$ cat src/rtl/uart_defs.sv
// Shared UART definitions used by the transmitter and the receiver.
//   tx_state_e : frame FSM state encoding (IDLE=0, START=1, DATA=2, STOP=3)
//   DATA_BITS  : payload bits per frame
//   STOP_BITS  : stop bits per frame
//   clog2()    : ceiling log2 for sizing counters and pointers
package uart_defs;

   localparam int DATA_BITS = 8;
   localparam int STOP_BITS = 1;

   typedef enum logic [1:0] {
      IDLE  = 2'd0,
      START = 2'd1,
      DATA  = 2'd2,
      STOP  = 2'd3
   } tx_state_e;

   // Number of bits needed to count 0..value-1 (0 for value <= 1).
   function automatic int clog2(input int value);
      int r;
      int v;
      r = 0;
      v = value - 1;
      while (v > 0) begin
         r = r + 1;
         v = v >> 1;
      end
      return r;
   endfunction

endpackage

$ cat src/rtl/uart_tx_fifo.sv
// Circular byte buffer in front of the UART serialiser.
//   clk, rst_n : core clock, asynchronous active-low reset (empties the buffer)
//   push, din  : write din when push is high and the buffer is not full
//   full       : no free slot
//   pop, dout  : dout shows the oldest entry; pop discards it when not empty
//   empty      : no stored entry
// Pointers carry one extra wrap bit so full and empty are distinguishable
// without a separate occupancy counter.
module uart_tx_fifo
   import uart_defs::*;
#(
   parameter int DEPTH = 4,
   parameter int WIDTH = 8
) (
   input  logic             clk,
   input  logic             rst_n,
   input  logic             push,
   input  logic [WIDTH-1:0] din,
   output logic             full,
   input  logic             pop,
   output logic [WIDTH-1:0] dout,
   output logic             empty
);

   localparam int AW = clog2(DEPTH);

   logic [WIDTH-1:0] mem [DEPTH];
   logic [AW:0]      wr_ptr;
   logic [AW:0]      rd_ptr;
   logic             do_push;
   logic             do_pop;

   assign empty   = (wr_ptr == rd_ptr);
   assign full    = (wr_ptr[AW] != rd_ptr[AW]) && (wr_ptr[AW-1:0] == rd_ptr[AW-1:0]);
   assign do_push = push && !full;
   assign do_pop  = pop && !empty;
   assign dout    = mem[rd_ptr[AW-1:0]];

   always_ff @(posedge clk or negedge rst_n) begin
      if (!rst_n) begin
         wr_ptr <= '0;
         rd_ptr <= '0;
      end else begin
         if (do_push) wr_ptr <= wr_ptr + 1'b1;
         if (do_pop)  rd_ptr <= rd_ptr + 1'b1;
      end
   end

   // Storage needs no reset: the pointers alone decide what is valid.
   always_ff @(posedge clk) begin
      if (do_push) mem[wr_ptr[AW-1:0]] <= din;
   end

endmodule

$ cat src/rtl/uart_transmitter.sv
// UART transmitter: buffers bytes from the CPU write path and sends each as
// an 8N1 frame (start 0, 8 data bits LSB first, stop 1) at BAUD_RATE.
//   clk, rst_n    : core clock, asynchronous active-low reset
//   data_in       : byte to transmit
//   data_in_valid : producer offers data_in this cycle
//   data_in_ready : buffer can accept a byte (buffer not full)
//   serial_out    : serial line, idle high, driven from a flop
//   tx_busy       : frame in progress or bytes still buffered
//   fsm_state     : current frame FSM state, for observation
//
// Handshake: a byte is taken on a rising clk edge where data_in_valid and
// data_in_ready are both high. data_in_ready depends only on registered
// buffer state, never on data_in_valid; the producer holds data_in and
// data_in_valid steady until the byte is taken.
module uart_transmitter
   import uart_defs::*;
#(
   parameter int CLOCK_FREQ = 50_000_000,
   parameter int BAUD_RATE  = 115_200,
   parameter int FIFO_DEPTH = 4
) (
   input  logic       clk,
   input  logic       rst_n,
   input  logic [7:0] data_in,
   input  logic       data_in_valid,
   output logic       data_in_ready,
   output logic       serial_out,
   output logic       tx_busy,
   output tx_state_e  fsm_state
);

   localparam int N     = CLOCK_FREQ / BAUD_RATE;
   localparam int CNT_W = (clog2(N) < 1) ? 1 : clog2(N);
   localparam logic [CNT_W-1:0] CNT_LAST  = CNT_W'(N - 1);
   localparam logic [2:0]       DATA_LAST = 3'(DATA_BITS - 1);
   localparam logic [2:0]       STOP_LAST = 3'(STOP_BITS - 1);

   tx_state_e        state, state_n;
   logic [CNT_W-1:0] cnt, cnt_n;
   logic [2:0]       idx, idx_n;
   logic [7:0]       shift, shift_n;
   logic             serial_q, serial_n;
   logic             bit_end;

   logic             fifo_full;
   logic             fifo_empty;
   logic             fifo_pop;
   logic [7:0]       fifo_dout;

   uart_tx_fifo #(
      .DEPTH (FIFO_DEPTH),
      .WIDTH (8)
   ) u_fifo (
      .clk   (clk),
      .rst_n (rst_n),
      .push  (data_in_valid),
      .din   (data_in),
      .full  (fifo_full),
      .pop   (fifo_pop),
      .dout  (fifo_dout),
      .empty (fifo_empty)
   );

   assign bit_end       = (cnt == CNT_LAST);
   assign data_in_ready = !fifo_full;
   assign tx_busy       = (state != IDLE) || !fifo_empty;
   assign serial_out    = serial_q;
   assign fsm_state     = state;

   always_ff @(posedge clk or negedge rst_n) begin
      if (!rst_n) begin
         state    <= IDLE;
         cnt      <= '0;
         idx      <= '0;
         shift    <= '0;
         serial_q <= 1'b1;
      end else begin
         state    <= state_n;
         cnt      <= cnt_n;
         idx      <= idx_n;
         shift    <= shift_n;
         serial_q <= serial_n;
      end
   end

   always_comb begin
      state_n  = state;
      cnt_n    = cnt;
      idx_n    = idx;
      shift_n  = shift;
      fifo_pop = 1'b0;
      serial_n = 1'b1;

      case (state)
         IDLE: begin
            cnt_n = '0;
            idx_n = '0;
            if (!fifo_empty) begin
               fifo_pop = 1'b1;
               shift_n  = fifo_dout;
               state_n  = START;
            end
         end
         START: begin
            if (bit_end) begin
               cnt_n   = '0;
               idx_n   = '0;
               state_n = DATA;
            end else begin
               cnt_n = cnt + CNT_W'(1);
            end
         end
         DATA: begin
            if (bit_end) begin
               cnt_n   = '0;
               shift_n = {1'b0, shift[7:1]};
               idx_n   = idx + 3'd1;
               if (idx == DATA_LAST) begin
                  idx_n   = '0;
                  state_n = STOP;
               end
            end else begin
               cnt_n = cnt + CNT_W'(1);
            end
         end
         STOP: begin
            if (bit_end) begin
               cnt_n = '0;
               idx_n = idx + 3'd1;
               if (idx == STOP_LAST) begin
                  idx_n = '0;
                  // Chain straight into the next start bit when more bytes wait.
                  if (!fifo_empty) begin
                     fifo_pop = 1'b1;
                     shift_n  = fifo_dout;
                     state_n  = START;
                  end else begin
                     state_n = IDLE;
                  end
               end
            end else begin
               cnt_n = cnt + CNT_W'(1);
            end
         end
         default: state_n = IDLE;
      endcase

      // Line level is computed from the next state so the flop shows the
      // new bit in the same cycle the FSM enters it.
      case (state_n)
         START:   serial_n = 1'b0;
         DATA:    serial_n = shift_n[0];
         default: serial_n = 1'b1;
      endcase
   end

endmodule

$ cat config.mk
export PLATFORM = sky130hd
export DESIGN_NAME = uart_transmitter
export DESIGN_NICKNAME = d
export VERILOG_FILES = /design/src/rtl/uart_defs.sv /design/src/rtl/uart_tx_fifo.sv /design/src/rtl/uart_transmitter.sv
export SDC_FILE = /design/constraint.sdc
export NUM_CORES = 1
export LEC_CHECK = 0
export ABC_CLOCK_PERIOD_IN_PS = 4200
export BUFFER_PORTS_ARGS = -buffer_cell sky130_fd_sc_hd__buf_4
export CAP_MARGIN = 20
export CORE_MARGIN = 3
export CORE_UTILIZATION = 55
export CTS_BUF_LIST = sky130_fd_sc_hd__clkbuf_4 sky130_fd_sc_hd__clkbuf_8
export CTS_CLUSTER_DIAMETER = 120
export CTS_CLUSTER_SIZE = 25
export DETAILED_ROUTE_END_ITERATION = 16
export PLACE_DENSITY = 0.7
export SETUP_SLACK_MARGIN = 0.02
export SYNTH_ARGS = -nofsm -noshare
export SYNTH_HDL_FRONTEND = slang
export SYNTH_HIERARCHICAL = 1
export SYNTH_SLANG_ARGS = --single-unit
$ cat constraint.sdc
create_clock -name clk -period 4.2 [get_ports clk]
set_clock_uncertainty 0.05 [all_clocks]
set_input_delay 0.84 -clock clk [delete_from_list [all_inputs] [get_ports clk]]
set_output_delay 0.84 -clock clk [all_outputs]
set_load 0.005 [all_outputs]
==> results by group <==
Yosys
  – Post-Syn Area per Cell: roughly 13 sq um
  – Mux share of post-synthesis cell area: 6.29%
  – Largest family of logic cells by synthesized area: compound AO/OA/AOI/OAI gates
  – Synth Area in Compound Gates: 13.6%
  – Register area share after synthesis: 55.8%
  – Top FF cell, synth: edfxtp_1
  – Post-Synth Simple-Gate Area: between 10 and 15%
  – Unique masters post-synth: 50
  – Syn Inst Count: 229
  – Ys Warns: 6
  – Post-Synth Adder-Cell Area: 6.21%
  – Syn Nets: between 200 and 300
  – Asr flop ratio synth: 47.5%
  – Post-Syn Area: just over 3000 sq um
  – Number of flops mapped to enable cells by yosys: 32
  – Seq cells post-synth: 61
  – Post-Synth XOR/XNOR Area: ~5.1%

Worst setup path
  – R2R setup slack: 1.44 ns
  – CP Data Required Time: 3.31 ns
  – Worst Reg-to-Reg Cells: 7
  – Crit path max fanout: 12
  – RR Endpoint: u_fifo/rd_ptr[2]
  – Arrival @ worst endpoint: approximately 2.1 ns
  – Reg2reg start: u_fifo/rd_ptr[0]
  – Crit path launch type: register
  – Crit end category: output port
  – Path type of the worst setup path: register to output port

STA
  – Final hold viol count: 0
  – Setup-failing EPs final: 0
  – Relative slew slack: ~40%
  – Worst Max-Slew Pin Slew: 0.892 ns
  – Top achievable clock speed: 0.332 GHz
  – Period minus WS final: 3.01 ns
  – Final TNS setup: 0 ns
  – Unrepaired setup endpoints after global routing: no
  – Fin. max-slew vios: 0
  – Final worst path period share: 71.7%
  – Final worst-path setup slack: 1.19 ns

Drt
  – Final ANT Viol Nets: 0
  – Detailed-routed wire length on met2: 2360 um
  – Drt drc: 0
  – Top sig layer: met4
  – Per-cell routed wire length: approximately 16 um
  – Detailed Routing Iterations Pass 1: 4
  – Met1 WL: 2450 um
  – Vias: around 1800
  – DRT Wirelength: 5120 um
  – Routed vias/inst: 5.60
  – WL met3: about 190 um
  – Starting DRT DRC Count: 88

Clock tree
  – # clock sinks: just over 60
  – CTS Buffer Depth: 2
  – H-tree levels: 3
  – CTS tree: built
  – # Post-CTS Setup Buffers: 0
  – Root Buffer: clkbuf_8
  – Post_cts resized: 0
  – Clk slew on worst S/H paths: 0.07 ns
  – Post-CTS Hold Fix Bufs: 0
  – Clk_lat worst skew: 0.34 ns
  – CTS Buf Count: 9

GRT
  – Initial antenna violation count: 0
  – GRT Util Overall: 17.8%
  – Largest net degree at the start of global routing: 30
  – First-pass GRT wire length: between 8000 and 9000 um
  – Vias in the first global route: 1736
  – Total congestion overflow: 0

Die
  – DIE WIDTH: 80.1 um
  – Initial Util: roughly 58%
  – Num ports: 16
  – Rows: 26
  – Die Y: 80.1 um
  – Core area: 5200 sq um
  – Die ar.: 6420 sq um

Finish
  – N_diodes: 0
  – Most frequent cells in the layout: edfxtp_1 (32), dfrtp_1 (28), nor2_1 (16)
  – Layout cells sized above 1: 20.2%
  – Most common cell after layout, fill and taps aside: edfxtp_1
  – Area Growth Syn to Fin: 11.3%
  – Layout Nets: approximately 270

Placement
  – Routability cong.: 0.803
  – DP Wirelength: between 3000 and 4000 um
  – I/O Buffers: 15
  – Pre-CTS WS: 1.41 ns

Power
  – Leak: 1.38 nW
  – Power Dens Cells: about 630 nW/um^2
  – Peak VDD IR: 0.000326 V
  – Overall Power: roughly 2.1 mW

Worst hold path
  – Type of the worst min-delay path: primary input to asynchronous set/reset pin

Job
  – Max-cap violations: 0

Status
  – Status: complete, no violations
metal layers:
layer | track usage, % | up-vias
li1 | - | 893
met5 | 0 | -
met2 | 26.0 | 36
met3 | 4.04 | 14
met1 | 24.1 | 865
met4 | 11.0 | 0
cell usage after synthesis, types with 2 or more instances:
master     n  area share [%]
a211oi_1   3            0.74
a21o_1     3            0.74
a21oi_1    6            0.99
a22o_1     6             1.7
a32o_1     7             2.3
and3_1     5             1.0
clkbuf_1   4            0.50
dfrtp_1   28              23
edfxtp_1  32              32
ha_1      15             6.2
inv_1     13             1.6
mux4_2     8             6.0
nand2_1   12             1.5
nand2b_1   6             1.2
nand3_1    5            0.83
nor2_1    16             2.0
nor2b_1    2            0.41
nor3_1     2            0.33
o211ai_1   2            0.50
o21ai_0    5            0.83
o31ai_1    7             1.7
xnor2_1    8             2.3
xor2_1     6             1.7
xor2_2     2             1.1
cell type report:
type	instances	area (sq um)
timing repair buffer	15	113
clock inverter	7	56.3
clock buffer	9	124
inverter	13	48.8
sequential	61	1690
multi-input combinational	148	1250
tap	70	87.6
fill	385	1840
sequential cells by signal, indices dropped and copies added (netlist names):
register       count
shift              8
u_fifo/wr_ptr      3
u_fifo/rd_ptr      3
fsm_state          2
u_fifo/mem        32
serial_out         1
idx                3
cnt                9
how the worst max path moves through the flow:
stage                     startpoint          endpoint  slack (ns)  cells past startpoint
floorplan           u_fifo/rd_ptr[0]  u_fifo/rd_ptr[2]        1.99                      8
global placement    u_fifo/rd_ptr[0]  u_fifo/rd_ptr[2]        1.47                      7
detailed placement  u_fifo/rd_ptr[0]  u_fifo/rd_ptr[2]        1.41                      7
CTS                 u_fifo/rd_ptr[0]           tx_busy        1.13                      4
global route        u_fifo/rd_ptr[0]           tx_busy        0.87                      4
finish              u_fifo/rd_ptr[0]           tx_busy        1.19                      4
cells by family (layout without fill, tap and decap cells):
kind of cell | count (synthesis) | in the layout
AO/OA/AOI/OAI | 50 | 50
AND/OR/NAND/NOR | 58 | 58
buffers and inverters | 20 | 44
flip-flops | 61 | 61
XOR/XNOR | 16 | 16
adder cells (fa/ha/maj) | 15 | 15
multiplexers | 9 | 9
report_power, final:
part	leakage (nW)	switching [mW]	internal, mW	total [mW]
sequential	0.674	0.133	0.779	0.912
combinational	0.611	0.402	0.352	0.754
clock	0.0906	0.243	0.220	0.463
total	1.38	0.777	1.35	2.13
critical path: stages (launching register included):
cell	delay [ns]
dfrtp_1	0.79
xor2_2	0.25
nor3_1	0.47
nand2_1	0.12
buf_4	0.16
metrics by stage:
step | hold WS, ns | instance area [sq um] | utilization, % | cells
2_1_floorplan | 0.403 | 3020 | - | 229
3_3_place_gp | 0.434 | 3180 | 61.2 | 307
3_5_place_dp | 0.446 | 3180 | 61.2 | 307
4_1_cts | 0.361 | 3360 | 64.6 | 323
5_1_grt | 0.375 | 3360 | 64.6 | 323
6_report | 0.365 | 3360 | 64.6 | 323
(Power assumes the default switching activity.)
